File: config.mk
export PLATFORM = sky130hd
export DESIGN_NAME = scan_session_ctrl
export DESIGN_NICKNAME = d
export VERILOG_FILES = /design/src/rtl/scan_pkg.sv /design/src/rtl/scan_misr.sv /design/src/rtl/scan_session_ctrl.sv
export SDC_FILE = /design/constraint.sdc
export NUM_CORES = 1
export LEC_CHECK = 0
export ABC_AREA = 1
export BUFFER_PORTS_ARGS = -buffer_cell sky130_fd_sc_hd__buf_2
export CAP_MARGIN = 30
export CORE_MARGIN = 2
export CORE_UTILIZATION = 39
export CTS_CLUSTER_DIAMETER = 200
export DETAILED_ROUTE_END_ITERATION = 10
export GPL_TIMING_DRIVEN = 0
export RECOVER_POWER = 100
export SLEW_MARGIN = 5
export SYNTH_ARGS = -nofsm -noshare
export SYNTH_HDL_FRONTEND = slang
export SYNTH_SLANG_ARGS = --single-unit
File: constraint.sdc
create_clock -name CK -period 2.4 [get_ports CK]
set_clock_uncertainty 0.1 [all_clocks]
set_input_delay 0.12 -clock CK [delete_from_list [all_inputs] [get_ports CK]]
set_output_delay 0.12 -clock CK [all_outputs]
set_load 0.03 [all_outputs]
File: src/rtl/scan_pkg.sv
// -----------------------------------------------------------------------------
// scan_pkg
// Shared definitions for the scan-session controller:
//   - scan_state_e : controller FSM states
//   - SIG_W        : signature width
//   - MISR_POLY    : feedback polynomial of the signature register
//   - misr_next()  : one step of the signature register
// -----------------------------------------------------------------------------
package scan_pkg;

    localparam int SIG_W = 16;
    localparam logic [SIG_W-1:0] MISR_POLY = 16'h1021;

    typedef enum logic [2:0] {
        ST_IDLE    = 3'd0,
        ST_SHIFT   = 3'd1,
        ST_UPDATE  = 3'd2,
        ST_WAIT    = 3'd3,
        ST_CAPTURE = 3'd4,
        ST_DONE    = 3'd5
    } scan_state_e;

    // Shift left, fold the outgoing MSB back through the polynomial and
    // inject the new serial bit at the LSB.
    function automatic logic [SIG_W-1:0] misr_next(input logic [SIG_W-1:0] s,
                                                   input logic             b);
        logic [SIG_W-1:0] fb;
        fb = s[SIG_W-1] ? MISR_POLY : '0;
        return {s[SIG_W-2:0], 1'b0} ^ fb ^ {{(SIG_W-1){1'b0}}, b};
    endfunction

endpackage

File: src/rtl/scan_misr.sv
// -----------------------------------------------------------------------------
// scan_misr
// 16-bit signature register that compacts the serial scan-out stream.
// Ports:
//   CK   in   clock (rising edge)
//   RST  in   synchronous active-high reset, clears the signature
//   clr  in   clears the signature; wins over en
//   en   in   advance the signature by one bit this cycle
//   din  in   serial bit folded into the signature
//   sig  out  current signature (registered)
// -----------------------------------------------------------------------------
module scan_misr
    import scan_pkg::*;
(
    input  logic             CK,
    input  logic             RST,
    input  logic             clr,
    input  logic             en,
    input  logic             din,
    output logic [SIG_W-1:0] sig
);

    logic [SIG_W-1:0] sig_q;
    logic [SIG_W-1:0] sig_d;

    always_comb begin
        sig_d = sig_q;
        if (clr) begin
            sig_d = '0;
        end else if (en) begin
            sig_d = misr_next(sig_q, din);
        end
    end

    always_ff @(posedge CK) begin
        if (RST) begin
            sig_q <= '0;
        end else begin
            sig_q <= sig_d;
        end
    end

    assign sig = sig_q;

endmodule

File: src/rtl/scan_session_ctrl.sv
// -----------------------------------------------------------------------------
// scan_session_ctrl
// Runs one scan session per start request: shifts an N-bit pattern in from
// si while the previous response leaves on so, applies the pattern to the
// circuit state, waits CAPT_WAIT cycles, captures the circuit's next state
// and signals done. Every bit leaving on so is compacted into a MISR.
//
// Handshake: start is a level request honoured only while busy=0 (IDLE);
// so is meaningful only while so_valid=1; apply and done are one-cycle
// pulses; capture_in is sampled only in the CAPTURE cycle.
//
// Ports:
//   CK, RST     clock and synchronous active-high reset
//   start       session request
//   si          serial pattern in (first bit lands in state_out[0])
//   so/so_valid serial response out and its qualifier
//   state_out   pattern driven onto the circuit state
//   apply       state_out was updated this cycle
//   capture_in  circuit next-state response
//   done        end-of-session pulse
//   busy        controller not in IDLE
//   sig_clr     clear the signature
//   sig         MISR signature
//   state_dbg   current FSM state (debug visibility)
// -----------------------------------------------------------------------------
module scan_session_ctrl
    import scan_pkg::*;
#(
    parameter int N         = 19,
    parameter int CAPT_WAIT = 1,
    parameter int CNT_W     = $clog2(N + 1)
) (
    input  logic             CK,
    input  logic             RST,
    input  logic             start,
    input  logic             si,
    output logic             so,
    output logic             so_valid,
    output logic [N-1:0]     state_out,
    output logic             apply,
    input  logic [N-1:0]     capture_in,
    output logic             done,
    output logic             busy,
    input  logic             sig_clr,
    output logic [SIG_W-1:0] sig,
    output logic [2:0]       state_dbg
);

    // The wait counter runs 0..CAPT_WAIT-1; keep it at least one bit wide so
    // CAPT_WAIT of 0 or 1 still elaborates cleanly.
    localparam int WAIT_W = (CAPT_WAIT > 1) ? $clog2(CAPT_WAIT) : 1;
    localparam logic [WAIT_W-1:0] WAIT_LAST = (CAPT_WAIT > 0) ? WAIT_W'(CAPT_WAIT - 1) : '0;
    localparam logic [CNT_W-1:0]  CNT_LAST  = CNT_W'(N - 1);

    scan_state_e       state_q, state_d;
    logic [N-1:0]      sr_q, sr_d;
    logic [N-1:0]      state_out_q, state_out_d;
    logic [CNT_W-1:0]  cnt_q, cnt_d;
    logic [WAIT_W-1:0] wcnt_q, wcnt_d;
    logic [N-1:0]      sr_shifted;

    assign sr_shifted = {si, sr_q[N-1:1]};

    always_comb begin
        state_d     = state_q;
        sr_d        = sr_q;
        state_out_d = state_out_q;
        cnt_d       = cnt_q;
        wcnt_d      = wcnt_q;
        case (state_q)
            ST_IDLE: begin
                if (start) begin
                    state_d = ST_SHIFT;
                    cnt_d   = '0;
                end
            end
            ST_SHIFT: begin
                sr_d  = sr_shifted;
                cnt_d = cnt_q + CNT_W'(1);
                if (cnt_q == CNT_LAST) begin
                    state_d = ST_UPDATE;
                    // The pattern completes on this edge; latching the
                    // shifted value here makes it visible during UPDATE.
                    state_out_d = sr_shifted;
                end
            end
            ST_UPDATE: begin
                wcnt_d = '0;
                if (CAPT_WAIT > 0) begin
                    state_d = ST_WAIT;
                end else begin
                    state_d = ST_CAPTURE;
                end
            end
            ST_WAIT: begin
                if (wcnt_q == WAIT_LAST) begin
                    state_d = ST_CAPTURE;
                end else begin
                    wcnt_d = wcnt_q + WAIT_W'(1);
                end
            end
            ST_CAPTURE: begin
                sr_d    = capture_in;
                state_d = ST_DONE;
            end
            ST_DONE: begin
                state_d = ST_IDLE;
            end
            default: begin
                state_d = ST_IDLE;
            end
        endcase
    end

    always_ff @(posedge CK) begin
        if (RST) begin
            state_q     <= ST_IDLE;
            sr_q        <= '0;
            state_out_q <= '0;
            cnt_q       <= '0;
            wcnt_q      <= '0;
        end else begin
            state_q     <= state_d;
            sr_q        <= sr_d;
            state_out_q <= state_out_d;
            cnt_q       <= cnt_d;
            wcnt_q      <= wcnt_d;
        end
    end

    assign so_valid  = (state_q == ST_SHIFT);
    assign so        = so_valid & sr_q[0];
    assign apply     = (state_q == ST_UPDATE);
    assign done      = (state_q == ST_DONE);
    assign busy      = (state_q != ST_IDLE);
    assign state_out = state_out_q;
    assign state_dbg = state_q;

    scan_misr u_misr (
        .CK  (CK),
        .RST (RST),
        .clr (sig_clr),
        .en  (so_valid),
        .din (so),
        .sig (sig)
    );

endmodule

==> run metrics, run 1 <==
outcome=completed; reg2reg start=state_dbg[2]; fin worst setup slack=0.437 ns; Detail Route Antenna Nets=0; #FFs+latches synth=62; endpoint class of the critical path=output port; PD cells=729 mW/mm2; Post-CTS Resized=0; IO Port Bufs=65; commonest non-fill, non-tap cells in the layout=nor2_1 (66), dfxtp_1 (62), clkbuf_1 (58), nand2_1 (57), o21ai_0 (35); P_leak=1.35 nW; CP Data Required Time=2.18 ns; relative slew slack=61.5%; row count=30; root buffer cell=clkbuf_8; post-synth net total=394; share of cells above drive strength 1=10.6%; # nets final=473; Post-Syn Instances=368; mean post-synth cell area=7.19 um2; final setup fails=0; GRT overflow=0; Switching Share=29.4%; Net Sw Power=688 uW; setup TNS=0 ns; Placed Area=0.00307 mm2; io pins=67; Longest Clk Path Bufs=2; Starting Density=39.6%; CTS Buf Count=9; WS Path Type=reg2out; Gate power share=15.2%; Final min period=1.96 ns; Tcrit/Tclk final=81.8%; worst slew pin tran=0.575 ns; overall routing resource usage=19.0%; Post-Syn Area=0.00265 mm2; final wirelength=6800 um; TritonCTS clock tree=built; Fill cells=740; Unique masters post-synth=24; Final Max Tran Viols=0; first-pass GRT wire length=11000 um; Routed WL per cell=12.8 um; post-place setup slack=0.753 ns; dpl hpwl=4780 um; crit path max fanout=10; CTS sink cnt=62; Yosys top cell area share=46.9%; Synth Warn #=0; Core Region=0.00668 mm2; Power Internal=1.66 mW; leading cell type in the layout, fill and taps excluded=nor2_1; Max VDD drop=0.312 mV; Area contributors post-synth=dfxtp_1 (47%), nor2_1 (9.2%), nand2_1 (7.9%); hold slack=0.0149 ns; sequential fraction of design power=48.4%; Max Cap Violations=0; routability congestion estimate=0.844; vias in the first global route=2355; Clk Latency, worst-skew pair=0.35 ns; Final Instance Area=0.00321 mm2; initial antenna violation count=0; Via density=4.85; die extent in y=86.4 um; HP Class=in2reg; CTS H-tree lvls=3; Hold Violations, Final=0; worst hold start=capture_in[3]; P&R area growth vs syn=21.4%; post-synth top area cell=dfxtp_1; CP Data Arrival Time=1.74 ns; DR iter-0 viols=111; upper clock frequency limit=509 MHz; DR vias=2580; sequential area share after synthesis=46.9%; CP Launch Type=register; drt pass-1 iters=4; crit path from=state_dbg[2]; Clk pwr share=36.4%; DRC violations left=0; RSZ-0062 raised after global routing=no; Die W=86.4 um; die area=0.00746 mm2; Reg clk slew, reported paths=0.07 ns; # diodes=0; largest net degree at the start of global routing=11
-- final cells by class --
type                    count  area [um2]  area share, %
clock buffers              13         169           5.26
clock inverters             3        17.5          0.545
inverters                  33         124           3.86
multi-input cells         251        1160           36.3
repair buffers             68         305           9.50
well taps                  80         100           3.12
flip-flops and latches     62        1240           38.6
plain buffers              22        91.3           2.84
-- kinds of logic after synthesis --
family,share of synthesized area [%]
xor+xnor,0.993
compound gates,13.3
flops,46.9
simple gates,29.3
buf+inv,8.55
fa+ha+maj,0.945
-- cell usage after synthesis --
| cell type | count |
|---|---|
| nor2_1 | 65 |
| dfxtp_1 | 62 |
| nand2_1 | 56 |
| o21ai_0 | 35 |
| a21oi_1 | 32 |
| inv_1 | 32 |
| nor3_1 | 27 |
| buf_2 | 13 |
| nand3_1 | 12 |
| nand3b_1 | 9 |
| clkbuf_1 | 8 |
| ha_1 | 2 |
| nand2_2 | 2 |
| nand4_1 | 2 |
| xor2_1 | 2 |
| buf_4 | 1 |
| inv_2 | 1 |
| nand3_2 | 1 |
| nor2_2 | 1 |
| nor2_4 | 1 |
| o211a_1 | 1 |
| o21bai_1 | 1 |
| or2_1 | 1 |
| xnor2_1 | 1 |
-- flip-flops by register name, indices dropped and copies added, names as in the netlist --
signal / count
sr_q: 19
state_out: 19
u_misr.sig: 16
cnt_q: 5
state_dbg: 3
-- metrics by stage --
step           total power [mW]  instances  util, %
4_1_cts                    2.38        532     49.2
6_report                   2.34        532     48.1
3_5_place_dp               1.52        513     46.0
3_3_place_gp               1.52        513     46.0
2_1_floorplan              1.40        368        -
5_1_grt                    2.48        532     48.1
-- worst paths after layout --
check | endpoint | slack, ns | cells after the start
worst min-delay path | sr_q[3] | 0.01 | 5
worst max register to register | state_out[17] | 0.47 | 6
worst max-delay path | so_valid | 0.44 | 4
worst min register to register | u_misr.sig[13] | 0.38 | 2
-- power groups by stage --
stage                     logic (mW)  clock network (mW)  registers, mW
after floorplan                0.245                   0           1.16
after global placement         0.360                   0           1.16
after detailed placement       0.362                   0           1.16
after CTS                      0.366               0.883           1.13
after global routing           0.404               0.930           1.14
final                          0.356               0.854           1.13
-- critical path, stage by stage, from the launching register on --
cell and delay (ns):
dfxtp_1 0.33, clkbuf_1 0.24, nor2_2 0.32, buf_2 0.27
buf_2 0.23
-- per-layer routing --
layer | GRT usage (%) | part of all wire (%) | wire length, um | vias up
li1 | - | - | - | 1345
met3 | 6.19 | 5.9 | 398 | 10
met1 | 25.0 | 49 | 3320 | 1162
met4 | 8.10 | 1.3 | 86 | 0
met5 | 0 | 0 | 0 | -
met2 | 28.5 | 44 | 2990 | 63
-- repair_timing --
| item | 4_1_cts | 5_1_grt |
|---|---|---|
| setup buffers | 0 | 0 |
| hold endpoints to repair | 11 | 0 |
| hold buffers | 3 | 0 |
Power figures use the tool's default switching activity.
==> run 2, diff against run 1 <==
==> constraint.sdc (replaced) <==
create_clock -name CK -period 1.8 [get_ports CK]
set_clock_uncertainty 0.1 [all_clocks]
set_input_delay 0.09 -clock CK [delete_from_list [all_inputs] [get_ports CK]]
set_output_delay 0.09 -clock CK [all_outputs]
set_load 0.03 [all_outputs]
==> run 2 against run 1 <==
Compared with the run above:
- die area did not move
- utilization rose by 2.4 points
- via count increased by 2.9%
- sequential power rose by 34%
- cell area increased by 4.9%
- register-to-register slack got worse by 0.33 ns
- sequential share of layout area decreased by 1.8 points
==> run metrics, run 2 (synthesized netlist as in run 1, its figures left out) <==
outcome=completed (unchanged); io pins=67 (unchanged); Clk Latency, worst-skew pair=0.34 ns (was 0.35 ns); Cells after DPL=513 (unchanged); P_leak=1.44 nW (was 1.35 nW); routability congestion estimate=0.844 (unchanged); endpoint class of the critical path=output port (unchanged); Final min period=1.70 ns; WS Path Type=reg2out (unchanged); # diodes=0 (unchanged); Via density=4.88 (was 4.85); drt pass-1 iters=4 (unchanged); largest net degree at the start of global routing=11 (unchanged); crit path max fanout=10 (unchanged); first-pass GRT wire length=11200 um (was 11000 um); die extent in y=86.4 um (unchanged); Detail Route Antenna Nets=0 (unchanged); final wirelength=6890 um (was 6800 um); fin worst setup slack=0.102 ns (was 0.437 ns); Routed WL per cell=12.7 um (was 12.8 um); vias in the first global route=2423 (was 2355); Die W=86.4 um (unchanged); commonest non-fill, non-tap cells in the layout=nor2_1 (65), dfxtp_1 (61), nand2_1 (56), clkbuf_1 (48), o21ai_0 (35) (was nor2_1 (66), dfxtp_1 (62), clkbuf_1 (58), nand2_1 (57), o21ai_0 (35)); die area=0.00746 mm2 (unchanged); final setup fails=0 (unchanged); relative slew slack=68.9% (was 61.5%); Max Cap Violations=0 (unchanged); CTS H-tree lvls=3 (unchanged); Hold Violations, Final=0 (unchanged); setup TNS=0 ns (unchanged); Fill cells=718 (was 740); dpl hpwl=4780 um (unchanged); CTS sink cnt=62 (unchanged); root buffer cell=clkbuf_8 (unchanged); Core Region=0.00668 mm2 (unchanged); GRT overflow=0 (unchanged); HP Class=in2reg (unchanged); Placed Area=0.00307 mm2 (unchanged); Max VDD drop=0.418 mV (was 0.312 mV); Final Max Tran Viols=0 (unchanged); row count=30 (unchanged); Longest Clk Path Bufs=2 (unchanged); reg2reg setup slack=0.14 ns (was 0.47 ns); PD cells=940 mW/mm2 (was 729 mW/mm2); Starting Density=39.6% (unchanged); share of cells above drive strength 1=14.0% (was 10.6%); worst slew pin tran=0.467 ns (was 0.575 ns); IO Port Bufs=65 (unchanged); overall routing resource usage=19.3% (was 19.0%); RSZ-0062 raised after global routing=no (unchanged); # nets final=485 (was 473); leading cell type in the layout, fill and taps excluded=nor2_1 (unchanged); P&R area growth vs syn=27.4% (was 21.4%); Tcrit/Tclk final=94.4%; DRC violations left=0 (unchanged); CP Data Required Time=1.61 ns (was 2.18 ns); CP Launch Type=register (unchanged); fin util=50.5% (was 48.1%); Final Instance Area=0.00337 mm2 (was 0.00321 mm2); CTS Buf Count=9 (unchanged); post-place setup slack=0.153 ns (was 0.753 ns); TritonCTS clock tree=built (unchanged); initial antenna violation count=0 (unchanged); DR iter-0 viols=115 (was 111); fin cells=544 (was 532); CP Data Arrival Time=1.51 ns (was 1.74 ns); upper clock frequency limit=589 MHz; DR vias=2656 (was 2580); Reg clk slew, reported paths=0.06 ns (was 0.07 ns)
[run 2: changes by cell type in the layout (fill, tap and decap cells not counted), moves of 3 or more]
cell	before	now
buf_2	29	33
clkbuf_4	0	3
clkbuf_2	0	4
dlygate4sd3_1	3	12
clkbuf_1	58	48
[run 2: what timing repair did]
action,4_1_cts,5_1_grt
pin swaps,0,1
endpoints found under the setup margin,2,5
resized for setup,3,7
setup buffers,0,3
hold buffers,12,0
endpoints found under the hold margin,23,0
[run 2: cell type report]
class | instances | area, um2 | area share (%)
repair buffers | 80 | 417 | 12.4
clock buffers | 13 | 169 | 5.01
clock inverters | 3 | 17.5 | 0.519
inverters | 33 | 124 | 3.67
flip-flops and latches | 62 | 1240 | 36.8
plain buffers | 22 | 110 | 3.27
multi-input cells | 251 | 1190 | 35.4
well taps | 80 | 100 | 2.97
[run 2: path summary, 6_finish.rpt]
check                      start             end  depth (start not counted)
hold / removal    capture_in[18]        sr_q[18]                          4
setup reg to reg    state_dbg[1]        sr_q[16]                          8
hold reg to reg   u_misr.sig[12]  u_misr.sig[13]                          2
setup / recovery    state_dbg[1]        so_valid                          5
[run 2: report_power, final]
group          internal [mW]  leakage (nW)  switching, mW
registers               1.45         0.504         0.0660
logic                  0.186         0.837          0.329
clock network          0.608        0.0954          0.532
[run 2: stage by stage]
step,hold WS (ns),power (mW)
after floorplan,0.132,1.87
after global placement,0.262,2.02
after detailed placement,0.264,2.02
after CTS,0.00874,3.20
after global routing,0.0101,3.34
final,0.0238,3.17
[run 2: per-layer routing]
layer  global-route usage (%)  wire (um)
met1                     25.2       3370
met2                     29.4       3040
met3                     6.19        418
met4                     8.10         59
met5                        0          0
[run 2: critical path: stages (launching register included)]
cell and delay (ns):
dfxtp_1 0.35, inv_1 0.13, nand2_1 0.13, nor2_4 0.16, buf_4 0.18, buf_2 0.21
==> run 3, diff against run 2 <==
--- a/config.mk
+++ b/config.mk
@@ -6,7 +6,7 @@
 export NUM_CORES = 1
 export LEC_CHECK = 0
 export ABC_AREA = 1
-export BUFFER_PORTS_ARGS = -buffer_cell sky130_fd_sc_hd__buf_2
+export BUFFER_PORTS_ARGS = -buffer_cell sky130_fd_sc_hd__clkbuf_2
 export CAP_MARGIN = 30
 export CORE_MARGIN = 2
 export CORE_UTILIZATION = 39
==> run 3 against run 2 <==
Compared with the run above:
- cell area decreased by 0.48%
- non-clock buffer count down 1
- wire length is 0.16% higher
- register-to-register slack barely moved
- utilization fell by 0.24 points
- fmax is 1.3% lower
- clock-buffer cell count is 4 lower
- power increased by 1.4%
- sequential power hardly changed
- first-iteration DRC count rose by 32%
- critical endpoint is now busy
==> run metrics, run 3 (synthesized netlist as in run 1, its figures left out) <==
CP Data Arrival Time=1.53 ns (was 1.51 ns); Starting Density=39.6% (unchanged); Fill cells=738 (was 718); Tot Pwr=3.21 mW (was 3.17 mW); row count=30 (unchanged); Cells after DPL=513 (unchanged); vias in the first global route=2414 (was 2423); # nets final=484 (was 485); Tcrit/Tclk final=95.6% (was 94.4%); routed wl met2=2990 um (was 3040 um); die area=0.00746 mm2 (unchanged); overall routing resource usage=19.3% (about the same); drt pass-1 iters=4 (unchanged); TritonCTS clock tree=built (unchanged); DR iter-0 viols=152 (was 115); DR vias=2632 (was 2656); Longest Clk Path Bufs=2 (unchanged); Routed WL per cell=12.7 um (about the same); final setup fails=0 (unchanged); max layer used=met4 (unchanged); Power Internal=2.26 mW (was 2.24 mW); Max Cap Violations=0 (unchanged); GRT overflow=0 (unchanged); RSZ-0062 raised after global routing=no (unchanged); Net Sw Power=955 uW (was 926 uW); Final Instance Area=0.00336 mm2 (was 0.00337 mm2); Seq. cell area=0.00124 mm2 (unchanged); endpoint class of the critical path=output port (unchanged); met3 wire len=364 um (was 418 um); HP Class=in2reg (unchanged); Final Max Tran Viols=0 (unchanged); FF-to-FF path depth=8 (unchanged); WL met1=3440 um (was 3370 um); # diodes=0 (unchanged); CTS Buf Count=9 (unchanged); CP Data Required Time=1.61 ns (about the same); Via density=4.85 (was 4.88); WS Path Type=reg2out (unchanged); relative slew slack=68.9% (about the same); sequential fraction of design power=47.2% (was 47.8%); Clk Latency, worst-skew pair=0.34 ns (about the same); share of cells above drive strength 1=14.3% (was 14.0%); largest net degree at the start of global routing=12 (was 11); Hold Crit Depth=5 (was 4); Reg clk slew, reported paths=0.07 ns (was 0.06 ns); Placed Area=0.00307 mm2 (unchanged); worst slew pin tran=0.467 ns (about the same); Detail Route Antenna Nets=0 (unchanged); fin cells=543 (was 544); Core Region=0.00668 mm2 (unchanged); Gate power share=16.0% (was 16.2%); first-pass GRT wire length=11300 um (was 11200 um); DRC violations left=0 (unchanged); dpl hpwl=4760 um (was 4780 um); io pins=67 (unchanged); routability congestion estimate=0.843 (was 0.844); Clk pwr share=36.8% (was 36.0%); Switching Share=29.7% (was 29.2%); IO Port Bufs=65 (unchanged); root buffer cell=clkbuf_8 (unchanged); CP Launch Type=register (unchanged); Hold Violations, Final=0 (unchanged); PD cells=958 mW/mm2 (was 940 mW/mm2); setup TNS=0 ns (unchanged); final wirelength=6900 um (was 6890 um); crit path max fanout=10 (unchanged); multi-input gate area in the final layout=0.00118 mm2 (was 0.00119 mm2); upper clock frequency limit=581 MHz (was 589 MHz); CTS sink cnt=62 (unchanged); P_leak=1.44 nW (about the same); die extent in y=86.4 um (unchanged); initial antenna violation count=0 (unchanged); Max VDD drop=0.472 mV (was 0.418 mV); outcome=completed (unchanged); P&R area growth vs syn=26.7% (was 27.4%); CTS H-tree lvls=3 (unchanged); Die W=86.4 um (unchanged); commonest non-fill, non-tap cells in the layout=nor2_1 (66), dfxtp_1 (61), nand2_1 (56), clkbuf_1 (46), clkbuf_2 (36) (was nor2_1 (65), dfxtp_1 (61), nand2_1 (56), clkbuf_1 (48), o21ai_0 (35)); Final min period=1.72 ns (was 1.70 ns); leading cell type in the layout, fill and taps excluded=nor2_1 (unchanged)
-- run 3: cell count changes in the layout (fill, tap and decap cells not counted), sizes merged --
cell | previous run | this run
buf | 36 | 6
clkbuf | 67 | 93
dlygate4sd3 | 12 | 11
clkinv | 2 | 4
bufinv | 0 | 1
clkinvlp | 1 | 2
-- run 3: power groups by stage --
stage / Combinational, mW / Sequential [mW] / Clock (mW)
floorplan: 0.326 / 1.55 / 0
global placement: 0.479 / 1.54 / 0
detailed placement: 0.483 / 1.54 / 0
CTS: 0.510 / 1.51 / 1.21
global route: 0.578 / 1.53 / 1.29
finish: 0.515 / 1.52 / 1.18
-- run 3: what timing repair did --
| item | 4_1_cts | 5_1_grt |
|---|---|---|
| setup buffers | 0 | 3 |
| pin swaps | 0 | 1 |
| hold buffers | 11 | 0 |
| endpoints found under the hold margin | 21 | 0 |
| endpoints found under the setup margin | 2 | 7 |
| gates resized for setup | 3 | 6 |
| gates cloned | 0 | 0 |
-- run 3: layout make-up --
type,count,area share (%)
timing repair buffer,79,12.1
clock inverter,7,1.94
buffer,22,3.24
tap,80,2.98
inverter,33,3.69
sequential,62,37.0
multi-input combinational,251,35.3
clock buffer,9,3.69
-- run 3: worst paths after layout --
kind | startpoint | end | slack [ns]
setup / recovery | state_dbg[1] | busy | 0.08
hold / removal | capture_in[5] | sr_q[5] | 0.01
setup reg to reg | state_dbg[1] | sr_q[12] | 0.13
hold reg to reg | u_misr.sig[14] | u_misr.sig[15] | 0.37
-- run 3: critical path: stages, from the launching register on --
cell and delay, ns:
dfxtp_1 0.35, nor2_1 0.27, clkbuf_2 0.30, nand2_1 0.08, clkbuf_2 0.19
-- run 3: layer usage --
| metal | vias up | global-route usage, % |
|---|---|---|
| met4 | 0 | 7.53 |
| met2 | 57 | 29.0 |
| met3 | 14 | 5.05 |
| met1 | 1191 | 26.6 |
| li1 | 1370 | - |
| met5 | - | 0 |
-- run 3: metrics by stage --
stage	setup WS (ns)	util [%]	hold slack [ns]
3_3_place_gp	0.167	46.0	0.264
5_1_grt	0.00743	50.2	0.0194
6_report	0.0790	50.2	0.0142
4_1_cts	0.0210	50.6	0.00162
3_5_place_dp	0.161	46.0	0.270
2_1_floorplan	0.178	-	0.132
